===== src/rtl/board_reveal_engine.sv =====
// board_reveal_engine: reveals a 5x5 minesweeper cell, counts adjacent mines,
// and tracks game-over / win.
// Build option: define REVEAL_FLOOD_EN to flood-fill zero-count regions
// (explicit stack + queued bitmap). Without it only the selected cell is revealed.
module board_reveal_engine #(
    parameter int NUM_MINES   = 5,
    parameter int STACK_DEPTH = 25
) (
    input  logic        clk,
    input  logic        reset_n,
    input  logic        req,
    input  logic [31:0] req_id,
    output logic        ack,
    output logic [31:0] mem_addr,
    input  logic [31:0] mem_rdata,
    output logic [31:0] mem_wdata,
    output logic        mem_wen,
    output logic        busy,
    output logic        game_over,
    output logic        win
);

    localparam logic [4:0] SAFE_CELLS  = 5'(25 - NUM_MINES);
    localparam logic [3:0] ST_REV_MINE = 4'd9;
    localparam logic [3:0] ST_HID_SAFE = 4'd10;
    localparam logic [3:0] ST_HID_MINE = 4'd11;

    typedef enum logic [3:0] {
        S_IDLE, S_RD_TGT, S_CHK_TGT, S_NB_ADDR, S_NB_DATA, S_WRITE,
`ifdef REVEAL_FLOOD_EN
        S_PUSH, S_POP,
`endif
        S_ACK, S_END
    } state_t;

    state_t      r_state, w_next;
    logic [4:0]  r_cur;
    logic [2:0]  r_k;          // neighbour index; wraps 7->0 so PUSH starts at NW
    logic [3:0]  r_cnt;
    logic [4:0]  r_revealed;
    logic        r_game_over, r_win;

    logic [3:0]        w_status;
    logic [4:0]        w_row, w_col, w_nid5;
    logic signed [2:0] w_dr, w_dc;
    logic signed [6:0] w_dr7, w_dc7, w_nr, w_nc, w_nid;
    logic              w_nb_ok;
    logic              w_accept, w_set_go, w_nb_start, w_k_inc, w_cnt_inc, w_reveal;
    logic              w_unused;

`ifdef REVEAL_FLOOD_EN
    localparam int SP_W = $clog2(STACK_DEPTH + 1);
    logic [24:0]     r_queued;
    logic [4:0]      r_stack [STACK_DEPTH];
    logic [SP_W-1:0] r_sp;
    logic            w_push, w_pop, w_sp_empty;
    assign w_sp_empty = (r_sp == '0);
`endif

    assign w_status  = mem_rdata[3:0];
    assign w_unused  = ^{mem_rdata[31:4], w_nid[6:5]};
    assign game_over = r_game_over;
    assign win       = r_win;

    // Neighbour geometry from the registered cell: offset by scan order, bounds on row/col.
    assign w_row  = r_cur / 5'd5;
    assign w_col  = r_cur % 5'd5;
    assign w_dr7  = $signed({{4{w_dr[2]}}, w_dr});
    assign w_dc7  = $signed({{4{w_dc[2]}}, w_dc});
    assign w_nr   = $signed({2'b00, w_row}) + w_dr7;
    assign w_nc   = $signed({2'b00, w_col}) + w_dc7;
    assign w_nid  = $signed({2'b00, r_cur}) + (w_dr7 * 7'sd5) + w_dc7;
    assign w_nid5 = w_nid[4:0];
    assign w_nb_ok = (w_nr >= 7'sd0) && (w_nr <= 7'sd4) && (w_nc >= 7'sd0) && (w_nc <= 7'sd4);

    // Decode scan order NW, N, NE, W, E, SW, S, SE into row/col offsets.
    always_comb begin
        w_dr = 3'sd0;
        w_dc = 3'sd0;
        case (r_k)
            3'd0: begin w_dr = -3'sd1; w_dc = -3'sd1; end
            3'd1: begin w_dr = -3'sd1; w_dc =  3'sd0; end
            3'd2: begin w_dr = -3'sd1; w_dc =  3'sd1; end
            3'd3: begin w_dr =  3'sd0; w_dc = -3'sd1; end
            3'd4: begin w_dr =  3'sd0; w_dc =  3'sd1; end
            3'd5: begin w_dr =  3'sd1; w_dc = -3'sd1; end
            3'd6: begin w_dr =  3'sd1; w_dc =  3'sd0; end
            default: begin w_dr = 3'sd1; w_dc = 3'sd1; end
        endcase
    end

    // State register.
    always_ff @(posedge clk or negedge reset_n) begin
        if (!reset_n) r_state <= S_IDLE;
        else          r_state <= w_next;
    end

    // Next-state logic, memory port drive and datapath strobes.
    always_comb begin
        w_next     = r_state;
        ack        = 1'b0;
        busy       = (r_state != S_IDLE);
        mem_addr   = '0;
        mem_wdata  = '0;
        mem_wen    = 1'b0;
        w_accept   = 1'b0;
        w_set_go   = 1'b0;
        w_nb_start = 1'b0;
        w_k_inc    = 1'b0;
        w_cnt_inc  = 1'b0;
        w_reveal   = 1'b0;
`ifdef REVEAL_FLOOD_EN
        w_push     = 1'b0;
        w_pop      = 1'b0;
`endif
        case (r_state)
            S_IDLE: begin
                if (req) begin
                    if ((req_id >= 32'd25) || r_game_over || r_win) begin
                        w_next = S_ACK;
                    end else begin
                        w_accept = 1'b1;
                        w_next   = S_RD_TGT;
                    end
                end
            end
            S_RD_TGT: begin
                mem_addr = {27'd0, r_cur};
                w_next   = S_CHK_TGT;
            end
            S_CHK_TGT: begin
                if (w_status == ST_HID_MINE) begin
                    mem_addr  = {27'd0, r_cur};
                    mem_wdata = {28'd0, ST_REV_MINE};
                    mem_wen   = 1'b1;
                    w_set_go  = 1'b1;
                    w_next    = S_ACK;
                end else if (w_status == ST_HID_SAFE) begin
                    w_nb_start = 1'b1;
                    w_next     = S_NB_ADDR;
                end else begin
`ifdef REVEAL_FLOOD_EN
                    w_next = w_sp_empty ? S_ACK : S_POP;
`else
                    w_next = S_ACK;
`endif
                end
            end
            S_NB_ADDR: begin
                if (w_nb_ok) begin
                    mem_addr = {27'd0, w_nid5};
                    w_next   = S_NB_DATA;
                end else begin
                    w_k_inc = 1'b1;
                    w_next  = (r_k == 3'd7) ? S_WRITE : S_NB_ADDR;
                end
            end
            S_NB_DATA: begin
                w_k_inc   = 1'b1;
                w_cnt_inc = (w_status == ST_HID_MINE);
                w_next    = (r_k == 3'd7) ? S_WRITE : S_NB_ADDR;
            end
            S_WRITE: begin
                mem_addr  = {27'd0, r_cur};
                mem_wdata = {28'd0, r_cnt};
                mem_wen   = 1'b1;
                w_reveal  = 1'b1;
`ifdef REVEAL_FLOOD_EN
                if (r_cnt == 4'd0) w_next = S_PUSH;
                else               w_next = w_sp_empty ? S_ACK : S_POP;
`else
                w_next = S_ACK;
`endif
            end
`ifdef REVEAL_FLOOD_EN
            S_PUSH: begin
                w_k_inc = 1'b1;
                w_push  = w_nb_ok && !r_queued[w_nid5] && (r_sp != SP_W'(STACK_DEPTH));
                w_next  = (r_k == 3'd7) ? S_POP : S_PUSH;
            end
            S_POP: begin
                if (w_sp_empty) begin
                    w_next = S_ACK;
                end else begin
                    w_pop  = 1'b1;
                    w_next = S_RD_TGT;
                end
            end
`endif
            S_ACK: begin
                ack    = 1'b1;
                w_next = S_END;
            end
            S_END: begin
                if (!req) w_next = S_IDLE;
            end
            default: w_next = S_IDLE;
        endcase
    end

    // Cell pointer, neighbour counter and sticky game status.
    always_ff @(posedge clk or negedge reset_n) begin
        if (!reset_n) begin
            r_cur       <= '0;
            r_k         <= '0;
            r_cnt       <= '0;
            r_revealed  <= '0;
            r_game_over <= 1'b0;
            r_win       <= 1'b0;
        end else begin
            if (w_accept) r_cur <= req_id[4:0];
`ifdef REVEAL_FLOOD_EN
            if (w_pop) r_cur <= r_stack[r_sp - SP_W'(1)];
`endif
            if (w_nb_start) begin
                r_k   <= '0;
                r_cnt <= '0;
            end else begin
                if (w_k_inc)   r_k   <= r_k + 3'd1;
                if (w_cnt_inc) r_cnt <= r_cnt + 4'd1;
            end
            if (w_set_go) r_game_over <= 1'b1;
            if (w_reveal) begin
                r_revealed <= r_revealed + 5'd1;
                if ((r_revealed + 5'd1) == SAFE_CELLS) r_win <= 1'b1;
            end
        end
    end

`ifdef REVEAL_FLOOD_EN
    // Flood bookkeeping: queued bitmap and stack pointer, cleared per request.
    always_ff @(posedge clk or negedge reset_n) begin
        if (!reset_n) begin
            r_queued <= '0;
            r_sp     <= '0;
        end else if (w_accept) begin
            r_queued <= '0;
            r_sp     <= '0;
        end else begin
            if (w_nb_start) r_queued[r_cur] <= 1'b1;
            if (w_push) begin
                r_queued[w_nid5] <= 1'b1;
                r_sp             <= r_sp + SP_W'(1);
            end
            if (w_pop) r_sp <= r_sp - SP_W'(1);
        end
    end

    // Stack storage; only entries below the pointer are ever read.
    always_ff @(posedge clk) begin
        if (w_push) r_stack[r_sp] <= w_nid5;
    end
`endif

endmodule

===== config.mk =====
export PLATFORM = sky130hd
export DESIGN_NAME = board_reveal_engine
export DESIGN_NICKNAME = d
export VERILOG_FILES = /design/src/rtl/board_reveal_engine.sv
export SDC_FILE = /design/constraint.sdc
export NUM_CORES = 1
export LEC_CHECK = 0
export BUFFER_PORTS_ARGS = -buffer_cell sky130_fd_sc_hd__buf_4
export CAP_MARGIN = 0
export CORE_AREA = 5 5 84 86
export DETAILED_ROUTE_END_ITERATION = 6
export DIE_AREA = 0 0 89 91
export HOLD_SLACK_MARGIN = 0.02
export PLACE_DENSITY = 0.83
export SLEW_MARGIN = 10
export SYNTH_ARGS = -nofsm -noshare
export SYNTH_HDL_FRONTEND = slang
export SYNTH_SLANG_ARGS = --single-unit

===== constraint.sdc =====
create_clock -name clk -period 6.1 [get_ports clk]
set_input_delay 1.22 -clock clk [delete_from_list [all_inputs] [get_ports clk]]
set_output_delay 1.22 -clock clk [all_outputs]
set_load 0.02 [all_outputs]

==> summary.txt <==
hold path startpoint: r_revealed[4]
WL final: 6.04 mm
RSZ-0062 raised after global routing: no
Ys Warns: 0
drt initial violations: 104
Yosys cell types: 64
Starting Density: 46.0%
register area share after synthesis: 19.3%
antenna cells: 0
data required time at the worst endpoint: 4.88 ns
number of port buffers: 52
Switch Pwr: 0.000743 W
top cells by area, synth: dfrtp_1 19%, buf_4 14%, ha_1 11%
cts hold-fix bufs: 0
Worst-Margin Slew: 0.863 ns
Post-synth EDFFs: 0
HP Class: register to register
largest buffer count on any clock path: 2
io pins: 136
vias: 2321
Gate Count Post-Synth: 337
achievable frequency: 172 MHz
H-tree Lvls: 1
post-route non-filler standard cell count: 458
CP most frequent cell: ha_1
slew margin rel.: 42.2%
residual overflow from global routing: 0
fin. max-slew vios: 0
area leader, netlist: dfrtp_1
drt drc: 0
HPWL Detailed: 4.99 mm
status: finished, final reports clean
CTS buffer count: 3
crit-path max FO: 11
post-layout total power: 0.00152 W
Core ar.: 0.00620 mm^2
Die W: 89 um
total stage count of the critical path: 17
vias per cell: 5.07
worst setup path end: mem_addr[1]
reg2reg setup slack: 1.84 ns
Clk pin slew, worst setup/hold paths: 0.08 ns
R2R Path End: r_state[2]
Resize count post-CTS: 0
Placement Setup Slack: 0.621 ns
internal power: 0.000775 W
# nets final: 481
WL/cell: 13.2 um
Die ar.: 0.00810 mm^2
CP Launch Point: r_cur[2]
ys async rst share: 100%
Register Area: 551 um^2
Yosys top cell area share: 19.3%
largest net degree at the start of global routing: 23
CP endpoint kind: output port
CP Buf/Inv Count: 2
register bit count reported by yosys: 22
number of antenna violations at the first check in global routing: 0
Root Driver: clkbuf_8
footprint of the multi-input gates: 0.00198 mm^2
CP Class: register to output port
Worst-Skew Late Latency: 0.27 ns
max-cap check violation count: 0
Sw Ratio: 48.9%
Antenna Nets Post-Route: 0
fin crit share: 95.4%
Die Y: 91 um
Flop pwr share: 17.0%
Global Route Usage Sum: 14.5%
Comb pwr share: 74.0%
Final Hold Violating Endpoints: 0
Power Dens Cells: 481 mW/mm^2
# rows: 29
minimum clock period: 5.82 ns
TNS Setup: 0 ns
worst reg2reg path startpoint: r_cur[2]
prevailing post-synth register cell: dfrtp_1
post-CTS setup buffers: 0
clock skew: 0.00593 ns
peak supply drop: 0.000334 V
DP Cell Count: 454
Clock Sinks: 22
Worst path max stage delay: 0.54 ns
routability cong.: 0.835
fin worst setup slack: 0.280 ns
1st-pass router iterations: 4
CTS tree: yes
Final setup viols: 0
Cell Chain, Critical Path: mux2_2 -> ha_1 -> nor2_1 -> o21ai_0 -> a22oi_1 -> o21ai_1 -> xnor2_1 -> ha_1 -> inv_1 -> fa_1 -> nand2b_1 -> a21oi_1 -> or4_1 -> a32o_2 -> nor3_4 -> a22o_1 -> buf_4
Critical Path AT: 4.60 ns
Slowest cell on crit path: dfrtp_1
startpoint type of the worst setup path: register
area grow syn2layout: 10.5%
Clock power frac: 9.0%
crit-path leading delay family: compound AO/OA/AOI/OAI gates
first-pass GRT wire length: 9.78 mm
Mapped Area: 0.00286 mm^2
Filler Cells Inserted: 572
static leakage: 1.59 nW
vias in the first global route: 2208
fraction of layout cells with a size suffix above 1: 19.2%
syn_area_per_cell: 8.48 um^2
worst r2r path cells: 16
## cell families after synthesis
family	synth area share, %
muxes	5.43
DFF	19.3
xor gates and xnor gates	5.21
other	0.263
and+or+nand+nor	19.5
buffers and inverters	18.6
AOI/OAI and AO/OA	16.1
adders and majority gates	15.6
## stage by stage
stage	utilization [%]	hold WS, ns	instance area, um^2
6_report	50.9	0.509	3160
5_1_grt	50.9	0.529	3160
4_1_cts	50.9	0.511	3160
3_5_place_dp	49.7	0.492	3080
3_3_place_gp	49.7	0.485	3080
2_1_floorplan	-	0.466	3060
## area by class of cell
cell class                 instances  area share, %
tap                               77           3.05
timing repair buffer              52           12.4
inverter                          17           2.10
clock inverter                     1          0.952
multi-input combinational        286           62.8
clock buffer                       3           1.31
sequential                        22           17.4
## routing by layer
metal / global-route usage, % / vias to the layer above / wire (um)
met5: 0 / - / 0
met4: 3.85 / 0 / 66
met3: 1.72 / 7 / 323
met2: 25.3 / 62 / 3090
met1: 18.6 / 1087 / 2560
li1: - / 1165 / -
## placed cells by master (no fill, tap or decap), types with 5 or more instances in the layout
master / n
a211oi_1: 5
nor2_1: 21
mux2i_1: 5
nor3_1: 8
xnor2_1: 12
dfrtp_1: 22
inv_1: 16
and3_1: 5
conb_1: 57
o21ai_0: 7
a21oi_1: 10
nand2_1: 26
fa_1: 6
buf_4: 52
nor4_1: 7
ha_1: 26
nand4_1: 7
mux2_2: 7
xor2_1: 5
o22ai_1: 5
## power groups by stage
stage          clock [W]  combinational, W  sequential [W]
2_1_floorplan          0          0.000960        0.000219
4_1_cts         0.000139           0.00112        0.000257
6_report        0.000136           0.00112        0.000259
3_3_place_gp           0           0.00107        0.000257
5_1_grt         0.000145           0.00125        0.000268
3_5_place_dp           0           0.00111        0.000261
## cell usage after synthesis (3+ instances only)
library cell	instances
fa_1	6
nand3_1	4
dfrtp_1	22
o21ai_0	7
nor3_1	8
a22o_1	4
clkbuf_1	11
a21oi_1	10
xor2_1	5
mux2i_1	5
inv_1	16
nand4_1	7
a211oi_1	5
and3_1	5
mux2_2	7
o22ai_1	5
o21ai_1	3
nor2_1	21
nand2_1	26
xnor2_1	12
nor4_1	7
buf_4	55
nand3b_1	3
nand2b_1	4
ha_1	26
a21o_1	4
and2_1	4
## sequential cells by signal, indices dropped and copies added, names as in the netlist
name / cells
game_over: 1
r_revealed: 5
r_k: 3
win: 1
r_state: 3
r_cnt: 4
r_cur: 5
## worst min-delay path by stage
stage                     slack, ns             to  depth (start not counted)
after detailed placement       0.49            win                          1
after floorplan                0.47  r_revealed[4]                          1
after global routing           0.53            win                          1
final                          0.51  r_revealed[4]                          1
after CTS                      0.51            win                          1
after global placement         0.48            win                          1
Power figures use the tool's default switching activity.
